<file path="src/rtl/spi_arbiter.sv">
// spi_arbiter: round-robin arbiter that shares one SPI controller among NUM_REQ requesters.
// A grant latches the winner index and its TX frame. The FSM then launches the controller,
// waits for it to finish and returns the RX frame with a one-cycle ack to the winner.
// Optional watchdog: define SPI_ARB_TIMEOUT_EN to abort transfers that exceed TIMEOUT_CYCLES.

module spi_arbiter #(
    parameter int unsigned NUM_REQ        = 4,
    parameter int unsigned FRAME_WIDTH    = 32,
    parameter int unsigned TIMEOUT_CYCLES = 4096
) (
    input  logic                           clk_i,
    input  logic                           reset_i,
    input  logic [NUM_REQ-1:0]             req_i,
    input  logic [NUM_REQ*FRAME_WIDTH-1:0] req_data_i,
    output logic [NUM_REQ-1:0]             ack_o,
    output logic [FRAME_WIDTH-1:0]         rsp_data_o,
    output logic                           err_o,
    output logic [$clog2(NUM_REQ)-1:0]     dev_sel_o,
    output logic                           spi_start_o,
    input  logic                           spi_idle_i,
    output logic [FRAME_WIDTH-1:0]         spi_data_o,
    input  logic [FRAME_WIDTH-1:0]         spi_data_i,
    output logic                           spi_rst_o
);

    localparam int unsigned SelW = $clog2(NUM_REQ);

    typedef enum logic [1:0] {
        StIdle,
        StLaunch,
        StBusy,
        StDone
    } state_e;

    state_e                 state_q;
    logic [SelW-1:0]        rr_ptr_q;
    logic [SelW-1:0]        dev_sel_q;
    logic [NUM_REQ-1:0]     ack_q;
    logic [FRAME_WIDTH-1:0] rsp_data_q;
    logic [FRAME_WIDTH-1:0] spi_data_q;
    logic                   spi_start_q;

    logic                   grant_found;
    logic [SelW-1:0]        grant_idx;
    logic [SelW-1:0]        cand_idx;
    logic [FRAME_WIDTH-1:0] grant_data;
    logic [SelW-1:0]        rr_next;
    logic [NUM_REQ-1:0]     ack_next;
    logic                   timeout_hit;

    // Round-robin search: first requesting index at or after rr_ptr, wrapping modulo NUM_REQ.
    always_comb begin
        grant_found = 1'b0;
        grant_idx   = '0;
        cand_idx    = '0;
        for (int i = 0; i < int'(NUM_REQ); i++) begin
            cand_idx = SelW'((int'(rr_ptr_q) + i) % int'(NUM_REQ));
            if (!grant_found && req_i[cand_idx]) begin
                grant_found = 1'b1;
                grant_idx   = cand_idx;
            end
        end
    end

    // Mux out the winner's TX frame, next pointer and one-hot ack for the current grant.
    always_comb begin
        grant_data = '0;
        for (int k = 0; k < int'(NUM_REQ); k++) begin
            if (grant_idx == SelW'(k)) begin
                grant_data = req_data_i[k*FRAME_WIDTH +: FRAME_WIDTH];
            end
        end
        rr_next = (dev_sel_q == SelW'(NUM_REQ - 1)) ? '0 : dev_sel_q + SelW'(1);
        ack_next = '0;
        for (int k = 0; k < int'(NUM_REQ); k++) begin
            ack_next[k] = (dev_sel_q == SelW'(k));
        end
    end

`ifdef SPI_ARB_TIMEOUT_EN
    localparam int unsigned WdW = $clog2(TIMEOUT_CYCLES + 1);

    logic [WdW-1:0] wd_q;
    logic           err_q;
    logic           spi_rst_q;

    // Fires on the cycle the count would reach the limit while a transfer is outstanding;
    // a BUSY cycle that sees the controller go idle completes normally instead.
    assign timeout_hit = ((state_q == StLaunch) || ((state_q == StBusy) && !spi_idle_i)) &&
                         (wd_q == WdW'(TIMEOUT_CYCLES - 1));

    // Watchdog counter plus the one-cycle error and controller-reset pulses.
    always_ff @(posedge clk_i) begin
        if (reset_i) begin
            wd_q      <= '0;
            err_q     <= 1'b0;
            spi_rst_q <= 1'b0;
        end else begin
            if (state_q == StIdle) begin
                wd_q <= '0;
            end else if ((state_q == StLaunch) || (state_q == StBusy)) begin
                wd_q <= wd_q + WdW'(1);
            end
            err_q     <= timeout_hit;
            spi_rst_q <= timeout_hit;
        end
    end

    assign err_o     = err_q;
    assign spi_rst_o = spi_rst_q;
`else
    // Watchdog absent: the transfer waits on the controller indefinitely.
    logic unused_timeout_cfg;
    assign unused_timeout_cfg = ^TIMEOUT_CYCLES;
    assign timeout_hit        = 1'b0;
    assign err_o              = 1'b0;
    assign spi_rst_o          = 1'b0;
`endif

    // Main FSM; every output is a register updated on the state transitions.
    always_ff @(posedge clk_i) begin
        if (reset_i) begin
            state_q     <= StIdle;
            rr_ptr_q    <= '0;
            dev_sel_q   <= '0;
            ack_q       <= '0;
            rsp_data_q  <= '0;
            spi_data_q  <= '0;
            spi_start_q <= 1'b0;
        end else begin
            unique case (state_q)
                StIdle: begin
                    if (grant_found && spi_idle_i) begin
                        dev_sel_q   <= grant_idx;
                        spi_data_q  <= grant_data;
                        spi_start_q <= 1'b1;
                        state_q     <= StLaunch;
                    end
                end
                StLaunch: begin
                    if (timeout_hit) begin
                        spi_start_q <= 1'b0;
                        rsp_data_q  <= '0;
                        ack_q       <= ack_next;
                        state_q     <= StDone;
                    end else if (!spi_idle_i) begin
                        // Controller has accepted the start; drop it so it cannot retrigger.
                        spi_start_q <= 1'b0;
                        state_q     <= StBusy;
                    end
                end
                StBusy: begin
                    if (spi_idle_i) begin
                        rsp_data_q <= spi_data_i;
                        ack_q      <= ack_next;
                        state_q    <= StDone;
                    end else if (timeout_hit) begin
                        rsp_data_q <= '0;
                        ack_q      <= ack_next;
                        state_q    <= StDone;
                    end
                end
                StDone: begin
                    ack_q    <= '0;
                    rr_ptr_q <= rr_next;
                    state_q  <= StIdle;
                end
                default: begin
                    state_q <= StIdle;
                end
            endcase
        end
    end

    assign ack_o       = ack_q;
    assign rsp_data_o  = rsp_data_q;
    assign dev_sel_o   = dev_sel_q;
    assign spi_start_o = spi_start_q;
    assign spi_data_o  = spi_data_q;

endmodule

</file>
<file path="config.mk">
export PLATFORM = sky130hd
export DESIGN_NAME = spi_arbiter
export DESIGN_NICKNAME = d
export VERILOG_FILES = /design/src/rtl/spi_arbiter.sv
export SDC_FILE = /design/constraint.sdc
export NUM_CORES = 1
export LEC_CHECK = 0
export CAP_MARGIN = 20
export CORE_UTILIZATION = 41
export DETAILED_ROUTE_END_ITERATION = 7
export PLACE_DENSITY_LB_ADDON = 0.12
export SLEW_MARGIN = 20
export SYNTH_ARGS = -nofsm -noshare
export SYNTH_HDL_FRONTEND = slang
export SYNTH_SLANG_ARGS = --single-unit
</file>
<file path="constraint.sdc">
create_clock -name clk_i -period 4.5 [get_ports clk_i]
set_input_delay 0.9 -clock clk_i [delete_from_list [all_inputs] [get_ports clk_i]]
set_output_delay 0.9 -clock clk_i [all_outputs]
set_load 0.02 [all_outputs]
</file>
==> results of run 1 <==
## worst reg2reg max path, stage by stage (launching register included)
cell      delay, ns
dfxtp_1        0.48
mux2i_1        0.22
nor2_1         0.05
nor3_1         0.34
nand2b_2       0.62
buf_4          0.33
o221ai_2       0.12
## sequential cells by signal, indices dropped and copies added, names as in the netlist
register / cells
rsp_data_o: 32
state_q: 2
rr_ptr_q: 2
spi_data_o: 32
ack_o: 4
dev_sel_o: 2
spi_start_o: 1
## report_power, final
| part | leakage, nW | internal, mW | total, mW | switching (mW) |
|---|---|---|---|---|
| Clock | 0.0891 | 0.220 | 0.481 | 0.261 |
| Combinational | 1.59 | 0.497 | 0.989 | 0.492 |
| Sequential | 0.610 | 0.780 | 0.858 | 0.0786 |
## stage by stage
stage / instance area, sq um / worst slack (ns)
after global placement: 6330 / 1.25
after CTS: 6520 / 1.50
after global routing: 6520 / 1.39
final: 6520 / 1.52
after detailed placement: 6330 / 1.13
after floorplan: 3970 / 2.35
## path summary, 6_finish.rpt
path / from / endpoint / slack (ns)
max: req_i[2] / spi_data_o[17]$_SDFFE_PP0P_ / 1.52
min: rsp_data_o[23]$_SDFFE_PP0P_ / rsp_data_o[23]$_SDFFE_PP0P_ / 0.45
max reg2reg: rr_ptr_q[1]$_SDFFE_PP0P_ / spi_data_o[17]$_SDFFE_PP0P_ / 2.16
min reg2reg: rsp_data_o[23]$_SDFFE_PP0P_ / rsp_data_o[23]$_SDFFE_PP0P_ / 0.45
## per-layer routing
layer | vias up | global-route usage, % | wire length, microns | part of all wire (%)
met5 | - | 0 | 0 | 0
met4 | 0 | 7.80 | 182 | 1.5
met3 | 12 | 7.59 | 1110 | 9.2
met2 | 142 | 42.3 | 6080 | 51
met1 | 1696 | 24.7 | 4590 | 38
li1 | 1881 | - | - | -
## cells by family (layout without fill, tap and decap cells)
group | Yosys count | count (layout) | share of synthesized area [%]
compound gates | 83 | 83 | 19.4
fa+ha+maj | 9 | 9 | 2.84
buf+inv | 42 | 267 | 7.06
flops | 75 | 75 | 37.8
mux | 69 | 69 | 17.4
other cells | 1 | 2 | 0.0945
simple gates | 132 | 132 | 15.4
## cells in the final DEF (no fill, tap or decap), drive strengths merged
cell | netlist | layout
mux2i | 69 | 69
nand3 | 3 | 3
nand3b | 1 | 1
nor3b | 1 | 1
clkinvlp | 0 | 2
inv | 7 | 8
o21ai | 2 | 2
nand2 | 99 | 99
o32ai | 1 | 1
dfxtp | 75 | 75
nor2b | 3 | 3
and2 | 2 | 2
ha | 9 | 9
clkinv | 0 | 3
a21oi | 45 | 45
a2111oi | 1 | 1
clkbuf | 13 | 10
nor2 | 16 | 16
a2bb2oi | 1 | 1
buf | 22 | 7
o41ai | 1 | 1
nor3 | 2 | 2
or2 | 1 | 1
clkdlybuf4s50 | 0 | 237
conb | 1 | 2
o221ai | 32 | 32
nand2b | 4 | 4
## layout make-up
type                       count  area, sq um
clock buffer                  10          138
fill                         746         2810
inverter                       7         26.3
clock inverter                 6         50.0
timing repair buffer         244         2440
tap                          129          161
multi-input combinational    295         2200
sequential                    75         1500
==> summary.txt, run 1 <==
Clock tree
  – Root buf cell: clkbuf_8
  – Clock sinks: 75
  – H-tree lvl count: 3
  – CTS Buf Count: 9
  – Post-CTS Hold Buffers: 0
  – Post-CTS Setup Inserts: 0
  – Resized cells post-CTS: 0
  – Reg clk slew, reported paths: 0.07 ns
  – Max Buffers Root-to-Sink: 2
  – CTS tree: yes
  – Worst-Skew Late Latency: 0.34 ns

Place
  – PortBufs: 237
  – Routability congestion estimate: 0.864
  – DP HPWL: 9540 microns
  – Inst Count DP: 750

Min path
  – Worst Hold Class: flip-flop to flip-flop
  – Hold Path Stages: 2

Worst setup path
  – CP bufs+invs: 2
  – Slowest CP cell: clkdlybuf4s50_1
  – CP Class: primary input to flip-flop
  – CP arrival: 3.16 ns
  – Startpoint Class: primary input
  – R2R depth: 6
  – CP top delay family: simple AND/OR/NAND/NOR gates
  – Levels on crit path: 7
  – Worst path cell trace: clkdlybuf4s50_1 > o41ai_4 > or2_1 > nor2_4 > nand2b_2 > buf_4 > o221ai_2
  – Max stage delay on crit path: 0.51 ns
  – Worst Path Required: 4.67 ns
  – Critical Path Fanout Max: 20
  – Worst Setup End Kind: flip-flop

Layout
  – Final Util: 69.8%
  – Post-Layout Cell Count: 766
  – Area Overhead vs Synth: 64.2%
  – Layout cells sized above 1: 12.9%
  – N_diodes: 0
  – NumNets Final: 808

Timing
  – Final Max Tran Viols: 0
  – Final Hold Violating Endpoints: 0
  – Worst Max-Slew Pin Slew: 1.03 ns
  – WHS: 0.453 ns
  – Setup tns final: 0 ns
  – Period utilization: 66.3%
  – Count of final setup violators: 0
  – Setup Skew: 0.0147 ns
  – Post-route minimum period: 2.98 ns
  – Max Freq: 335 MHz
  – Max-slew headroom: 31.1%
  – RSZ-0062 raised after global routing: false

Die
  – Starting Density: 42.5%
  – Die Y-Extent: 100 microns
  – Row Count: 35
  – Ports: 240
  – Core Footprint: 9330 sq um
  – Die area: 10100 sq um
  – Chip width: 100 microns

GRT
  – Global Route Usage Sum: 23.1%
  – First-pass GRT wire length: 18300 microns
  – Grt ovf: 0
  – Vias in the first global route: 3723
  – Pin count of the biggest net entering global routing: 62
  – Initial antenna violation count: 0

Yosys
  – Most instantiated cells after synthesis: 76 x nand2_1, 75 x dfxtp_1, 69 x mux2i_1
  – Seq/Total Area, Yosys: 37.8%
  – Yosys warns: 0
  – Synth area leader: dfxtp_1
  – Post-synthesis register bit count: 75
  – Synth async-reset ratio: 0%
  – Synth Area per Inst: 9.65 sq um
  – Yosys cell types: 35
  – Main synth FF type: dfxtp_1
  – Largest cells by area after synthesis: dfxtp_1 38%, mux2i_1 17%, o221ai_2 12%
  – Cell count after synthesis: 411
  – Number of synthesized flops with an enable pin: 0
  – Synth top area share: 37.8%
  – Top-count cell post-synth: nand2_1
  – Cell Area, Synth: 3970 sq um

Route
  – Initial DRC count: 64
  – DR DRC count: 0
  – Via-to-Cell Ratio: 4.87
  – Initial DRT Pass Iterations: 4
  – Vias: 3731
  – Routed WL: 12000 microns
  – Post-DR wirelength/cell: 15.6 microns
  – Detail Route Antenna Nets: 0

Pwr
  – Leak: 2.29 nW
  – Peak supply drop: 0.226 mV
  – Power Dens Cells: 357 nW/um^2
  – Tot Pwr: 2.33 mW

Run
  – Max-Cap Viols: 0

Outcome
  – Status: finished, final reports clean
(Power assumes the default switching activity.)
==> run 2: changes to the inputs <==
--- a/config.mk
+++ b/config.mk
@@ -6,7 +6,7 @@
 export NUM_CORES = 1
 export LEC_CHECK = 0
 export CAP_MARGIN = 20
-export CORE_UTILIZATION = 41
+export CORE_UTILIZATION = 38
 export DETAILED_ROUTE_END_ITERATION = 7
 export PLACE_DENSITY_LB_ADDON = 0.12
 export SLEW_MARGIN = 20
==> constraint.sdc (replaced) <==
create_clock -name clk_i -period 2.9 [get_ports clk_i]
set_input_delay 0.58 -clock clk_i [delete_from_list [all_inputs] [get_ports clk_i]]
set_output_delay 0.58 -clock clk_i [all_outputs]
set_load 0.02 [all_outputs]
==> run 2 against run 1 <==
  * Die area rose by 7.7%
  * Critical path type unchanged
  * Core utilization shrank 2.5 points
  * Sequential power is 54% higher
  * Critical path depth unchanged
  * Clock-buffer cell count rose by 1
  * Largest power group unchanged
  * Wire length is 0.99% higher
  * Non-clock buffer count rose by 9
  * Via count grew 1.3%
  * Sequential share of layout area fell by 0.65 points
==> summary.txt, run 2 (synthesized netlist as in run 1, its figures left out) <==
Outcome
  – Status: finished, final reports clean

GRT
  – Global Route Usage Sum: 22.3%
  – First-pass GRT wire length: 19300 microns
  – Grt ovf: 0
  – Vias in the first global route: 3752
  – Pin count of the biggest net entering global routing: 42
  – Initial antenna violation count: 0

Clock tree
  – CTS tree: yes
  – CTS Buf Count: 9
  – Clock sinks: 75
  – Max Buffers Root-to-Sink: 2
  – Reg clk slew, reported paths: 0.07 ns
  – Root buf cell: clkbuf_8
  – H-tree lvl count: 3
  – Post-CTS Hold Buffers: 0
  – Worst-Skew Late Latency: 0.35 ns
  – Post-CTS Setup Inserts: 0
  – Resized cells post-CTS: 0

Layout
  – N_diodes: 0
  – Layout fillers: 826
  – NumNets Final: 817
  – Area Overhead vs Synth: 69.0%
  – Commonest non-fill, non-tap cell in the layout: clkdlybuf4s50_1
  – Most frequent cells in the layout: 237 x clkdlybuf4s50_1, 76 x nand2_1, 75 x dfxtp_1
  – Final Util: 67.3%
  – Layout cells sized above 1: 13.9%

Die
  – Die area: 10900 sq um
  – Starting Density: 39.9%
  – Row Count: 36
  – Core Footprint: 9950 sq um
  – Ports: 240
  – Die Y-Extent: 104 microns
  – Chip width: 104 microns

Route
  – Routed WL: 12100 microns
  – DR DRC count: 0
  – Via-to-Cell Ratio: 4.85
  – Initial DRT Pass Iterations: 4
  – Detail Route Antenna Nets: 0
  – Vias: 3781
  – Post-DR wirelength/cell: 15.5 microns
  – Initial DRC count: 105

Timing
  – Final Hold Violating Endpoints: 0
  – Count of final setup violators: 0
  – Max Freq: 428 MHz
  – WHS: 0.455 ns
  – Setup tns final: 0 ns
  – Post-route minimum period: 2.34 ns
  – Worst setup margin: 0.565 ns
  – RSZ-0062 raised after global routing: false
  – Period utilization: 80.5%
  – Final Max Tran Viols: 0
  – Setup Skew: 0.00742 ns

Worst setup path
  – Max stage delay on crit path: 0.52 ns
  – Setup slack, reg-to-reg: 1.02 ns
  – Critical Path Fanout Max: 19
  – CP Class: primary input to flip-flop
  – Startpoint Class: primary input
  – Worst Setup End Kind: flip-flop
  – Slowest CP cell: clkdlybuf4s50_1
  – Worst Path Required: 3.17 ns
  – CP arrival: 2.60 ns
  – Worst path cell trace: clkdlybuf4s50_1 > o41ai_4 > or2_1 > nor2b_4 > buf_12 > nand2_1 > o221ai_2

Pwr
  – Peak supply drop: 0.375 mV
  – Tot Pwr: 3.89 mW
  – Leak: 2.39 nW
  – Power Dens Cells: 580 nW/um^2

Place
  – DP HPWL: 9670 microns
  – Routability congestion estimate: 0.761
  – PortBufs: 237
  – Dpl ws: 0.218 ns

Min path
  – Worst Hold Class: flip-flop to flip-flop

Run
  – Max-Cap Viols: 0
==> run 2: final cells by class <==
type                    count  area (sq um)  share of cell area (%)
repair buffers            253          2570                    38.3
multi-input cells         295          2200                    32.8
flip-flops and latches     75          1500                    22.4
well taps                 133           166                    2.48
clock buffers              11           141                    2.11
clock inverters             5           100                    1.49
inverters                   7          26.3                   0.392
==> run 2: critical path, delay by kind of cell <==
| kind | cells | cell delay (ns) |
|---|---|---|
| buffers and inverters | 2 | 0.74 |
| AOI/OAI and AO/OA | 2 | 0.51 |
| and+or+nand+nor | 3 | 0.76 |
==> run 2: per-stage QoR <==
stage / std cells / instance area (sq um)
2_1_floorplan: 412 / 3970
3_3_place_gp: 763 / 6460
3_5_place_dp: 763 / 6460
4_1_cts: 779 / 6700
5_1_grt: 779 / 6700
6_report: 779 / 6700
==> run 2: power breakdown <==
part	switching (mW)	internal [mW]	total (mW)
clock	0.375	0.593	0.968
combinational	0.779	0.815	1.59
sequential	0.114	1.21	1.32
==> run 2: path summary, 6_finish.rpt <==
path                                   start                          end  cells past startpoint
setup reg to reg     state_q[0]$_SDFFE_PP0P_   spi_data_o[0]$_SDFFE_PP0P_                      8
hold reg to reg   rsp_data_o[5]$_SDFFE_PP0P_   rsp_data_o[5]$_SDFFE_PP0P_                      2
setup / recovery                    req_i[2]  spi_data_o[11]$_SDFFE_PP0P_                      7
hold / removal    rsp_data_o[5]$_SDFFE_PP0P_   rsp_data_o[5]$_SDFFE_PP0P_                      2
==> run 2: per-layer routing <==
metal,up-vias,global-route usage [%],wire length (microns)
met1,1727,24.9,4870
met2,148,40.0,6080
met3,10,7.08,979
met5,-,0,0
met4,0,7.55,150
li1,1896,-,-
==> run 3: changes to the inputs <==
--- a/config.mk
+++ b/config.mk
@@ -6,7 +6,7 @@
 export NUM_CORES = 1
 export LEC_CHECK = 0
 export CAP_MARGIN = 20
-export CORE_UTILIZATION = 38
+export CORE_UTILIZATION = 34
 export DETAILED_ROUTE_END_ITERATION = 7
 export PLACE_DENSITY_LB_ADDON = 0.12
 export SLEW_MARGIN = 20
==> constraint.sdc (replaced) <==
create_clock -name clk_i -period 2.1 [get_ports clk_i]
set_input_delay 0.42 -clock clk_i [delete_from_list [all_inputs] [get_ports clk_i]]
set_output_delay 0.42 -clock clk_i [all_outputs]
set_load 0.02 [all_outputs]
==> run 3 against run 2 <==
  * Clock skew fell by 0.0030 ns
  * Largest cell class unchanged
  * Worst hold slack worse by 0.064 ns
  * Clock-buffer cell count up 2
==> summary.txt, run 3 (synthesized netlist as in run 1, its figures left out) <==
Route
  – Routed WL: 12500 microns
  – Detail Route Antenna Nets: 0
  – Initial DRT Pass Iterations: 4
  – Post-DR wirelength/cell: 15.7 microns
  – Vias: 3844
  – Via-to-Cell Ratio: 4.82
  – Initial DRC count: 108
  – DR DRC count: 0

Outcome
  – Status: finished, final reports clean

Clock tree
  – Max Buffers Root-to-Sink: 2
  – H-tree lvl count: 3
  – Clock sinks: 75
  – Root buf cell: clkbuf_16
  – Worst-Skew Late Latency: 0.33 ns
  – CTS tree: yes
  – CTS Buf Count: 9
  – Reg clk slew, reported paths: 0.06 ns

Timing
  – RSZ-0062 raised after global routing: false
  – Post-route minimum period: 2.03 ns
  – Final Hold Violating Endpoints: 0
  – Setup Skew: 0.00441 ns
  – Count of final setup violators: 0
  – Max Freq: 492 MHz
  – Final Max Tran Viols: 0
  – Setup tns final: 0 ns
  – Worst setup margin: 0.0686 ns
  – Period utilization: 96.7%

Die
  – Ports: 240
  – Chip width: 110 microns
  – Core Footprint: 11400 sq um
  – Row Count: 39
  – Starting Density: 34.7%
  – Die Y-Extent: 110 microns
  – Die area: 12100 sq um

Run
  – Max-Cap Viols: 0

Worst setup path
  – R2R depth: 8
  – CP Launch Point: req_i[1]
  – RR Startpoint: state_q[0]$_SDFFE_PP0P_
  – Reg2reg end: spi_data_o[27]$_SDFFE_PP0P_
  – CP Class: primary input to flip-flop
  – Worst Path Required: 2.30 ns
  – Worst Setup End Kind: flip-flop
  – Critical Path Fanout Max: 32
  – CP arrival: 2.23 ns
  – Startpoint Class: primary input
  – Setup slack, reg-to-reg: 0.31 ns
  – Worst setup path endpoint: spi_data_o[31]$_SDFFE_PP0P_

Place
  – PortBufs: 237
  – DP HPWL: 9880 microns
  – Routability congestion estimate: 0.744
  – Dpl ws: -0.316 ns
  – Inst Count DP: 782
  – Placed Area: 6560 sq um

Layout
  – Fin area: 6830 sq um
  – Post-Layout Cell Count: 798
  – N_diodes: 0
  – Area Overhead vs Synth: 72.1%
  – Layout cells sized above 1: 15.3%
  – Commonest non-fill, non-tap cell in the layout: clkdlybuf4s50_1
  – Layout fillers: 990
  – NumNets Final: 826
  – Most frequent cells in the layout: 236 x clkdlybuf4s50_1, 76 x nand2_1, 75 x dfxtp_1

Pwr
  – Power Dens Cells: 800 nW/um^2
  – Leak: 2.45 nW
  – Peak supply drop: 0.517 mV

GRT
  – Vias in the first global route: 3718
  – Grt ovf: 0
  – Global Route Usage Sum: 19.9%
  – Pin count of the biggest net entering global routing: 42
  – Initial antenna violation count: 0
  – First-pass GRT wire length: 18400 microns

Min path
  – Worst Hold Class: primary input to flip-flop
-- run 3: cell types whose count changed in the layout (fill, tap and decap cells not counted), sizes merged --
cell           delta
clkinv            +1
bufinv            -3
clkdlybuf4s50     -1
clkbuf            +2
buf              +10
-- run 3: critical path, stage by stage --
cell             delay [ns]
clkdlybuf4s50_1        0.52
nand3b_1               0.26
a2bb2oi_4              0.27
buf_12                 0.27
mux2i_2                0.32
o221ai_2               0.13
-- run 3: timing repair --
action                                  in CTS  in global routing
hold buffers                                 0                  0
endpoints found under the setup margin       0                  4
setup buffers                                0                  0
gates resized for setup                      0                  3
endpoints found under the hold margin        0                  0
-- run 3: cell type report --
cell class,instances,area (sq um),area share [%]
clock buffers,13,240,3.52
clock inverters,3,15.0,0.220
repair buffers,262,2660,38.9
multi-input cells,295,2210,32.4
inverters,7,26.3,0.385
well taps,143,179,2.62
flip-flops and latches,75,1500,22.0
-- run 3: power breakdown --
group / total [mW] / internal [mW] / switching (mW)
combinational: 2.27 / 1.17 / 1.09
clock: 1.37 / 0.795 / 0.570
sequential: 1.83 / 1.67 / 0.158
-- run 3: worst min path at each step --
stage	cells after the start	from	to
3_5_place_dp	2	rsp_data_o[12]$_SDFFE_PP0P_	rsp_data_o[12]$_SDFFE_PP0P_
5_1_grt	2	reset_i	dev_sel_o[0]$_SDFFE_PP0P_
6_report	2	reset_i	dev_sel_o[0]$_SDFFE_PP0P_
4_1_cts	2	reset_i	dev_sel_o[0]$_SDFFE_PP0P_
2_1_floorplan	2	rr_ptr_q[0]$_SDFFE_PP0P_	rr_ptr_q[0]$_SDFFE_PP0P_
3_3_place_gp	2	rsp_data_o[3]$_SDFFE_PP0P_	rsp_data_o[3]$_SDFFE_PP0P_
-- run 3: routing by layer --
| metal | vias up | GRT usage (%) | share of wire, % |
|---|---|---|---|
| met5 | - | 0 | 0 |
| met4 | 0 | 5.52 | 0.78 |
| met3 | 7 | 6.70 | 10 |
| met2 | 144 | 34.6 | 48 |
| met1 | 1779 | 23.1 | 41 |
| li1 | 1914 | - | - |
-- run 3: per-stage QoR --
step	total power, mW	utilization (%)	hold WS [ns]
2_1_floorplan	3.11	-	0.484
3_3_place_gp	4.09	57.5	0.441
3_5_place_dp	4.15	57.5	0.446
4_1_cts	5.53	59.7	0.394
5_1_grt	5.77	59.8	0.420
6_report	5.46	59.8	0.391
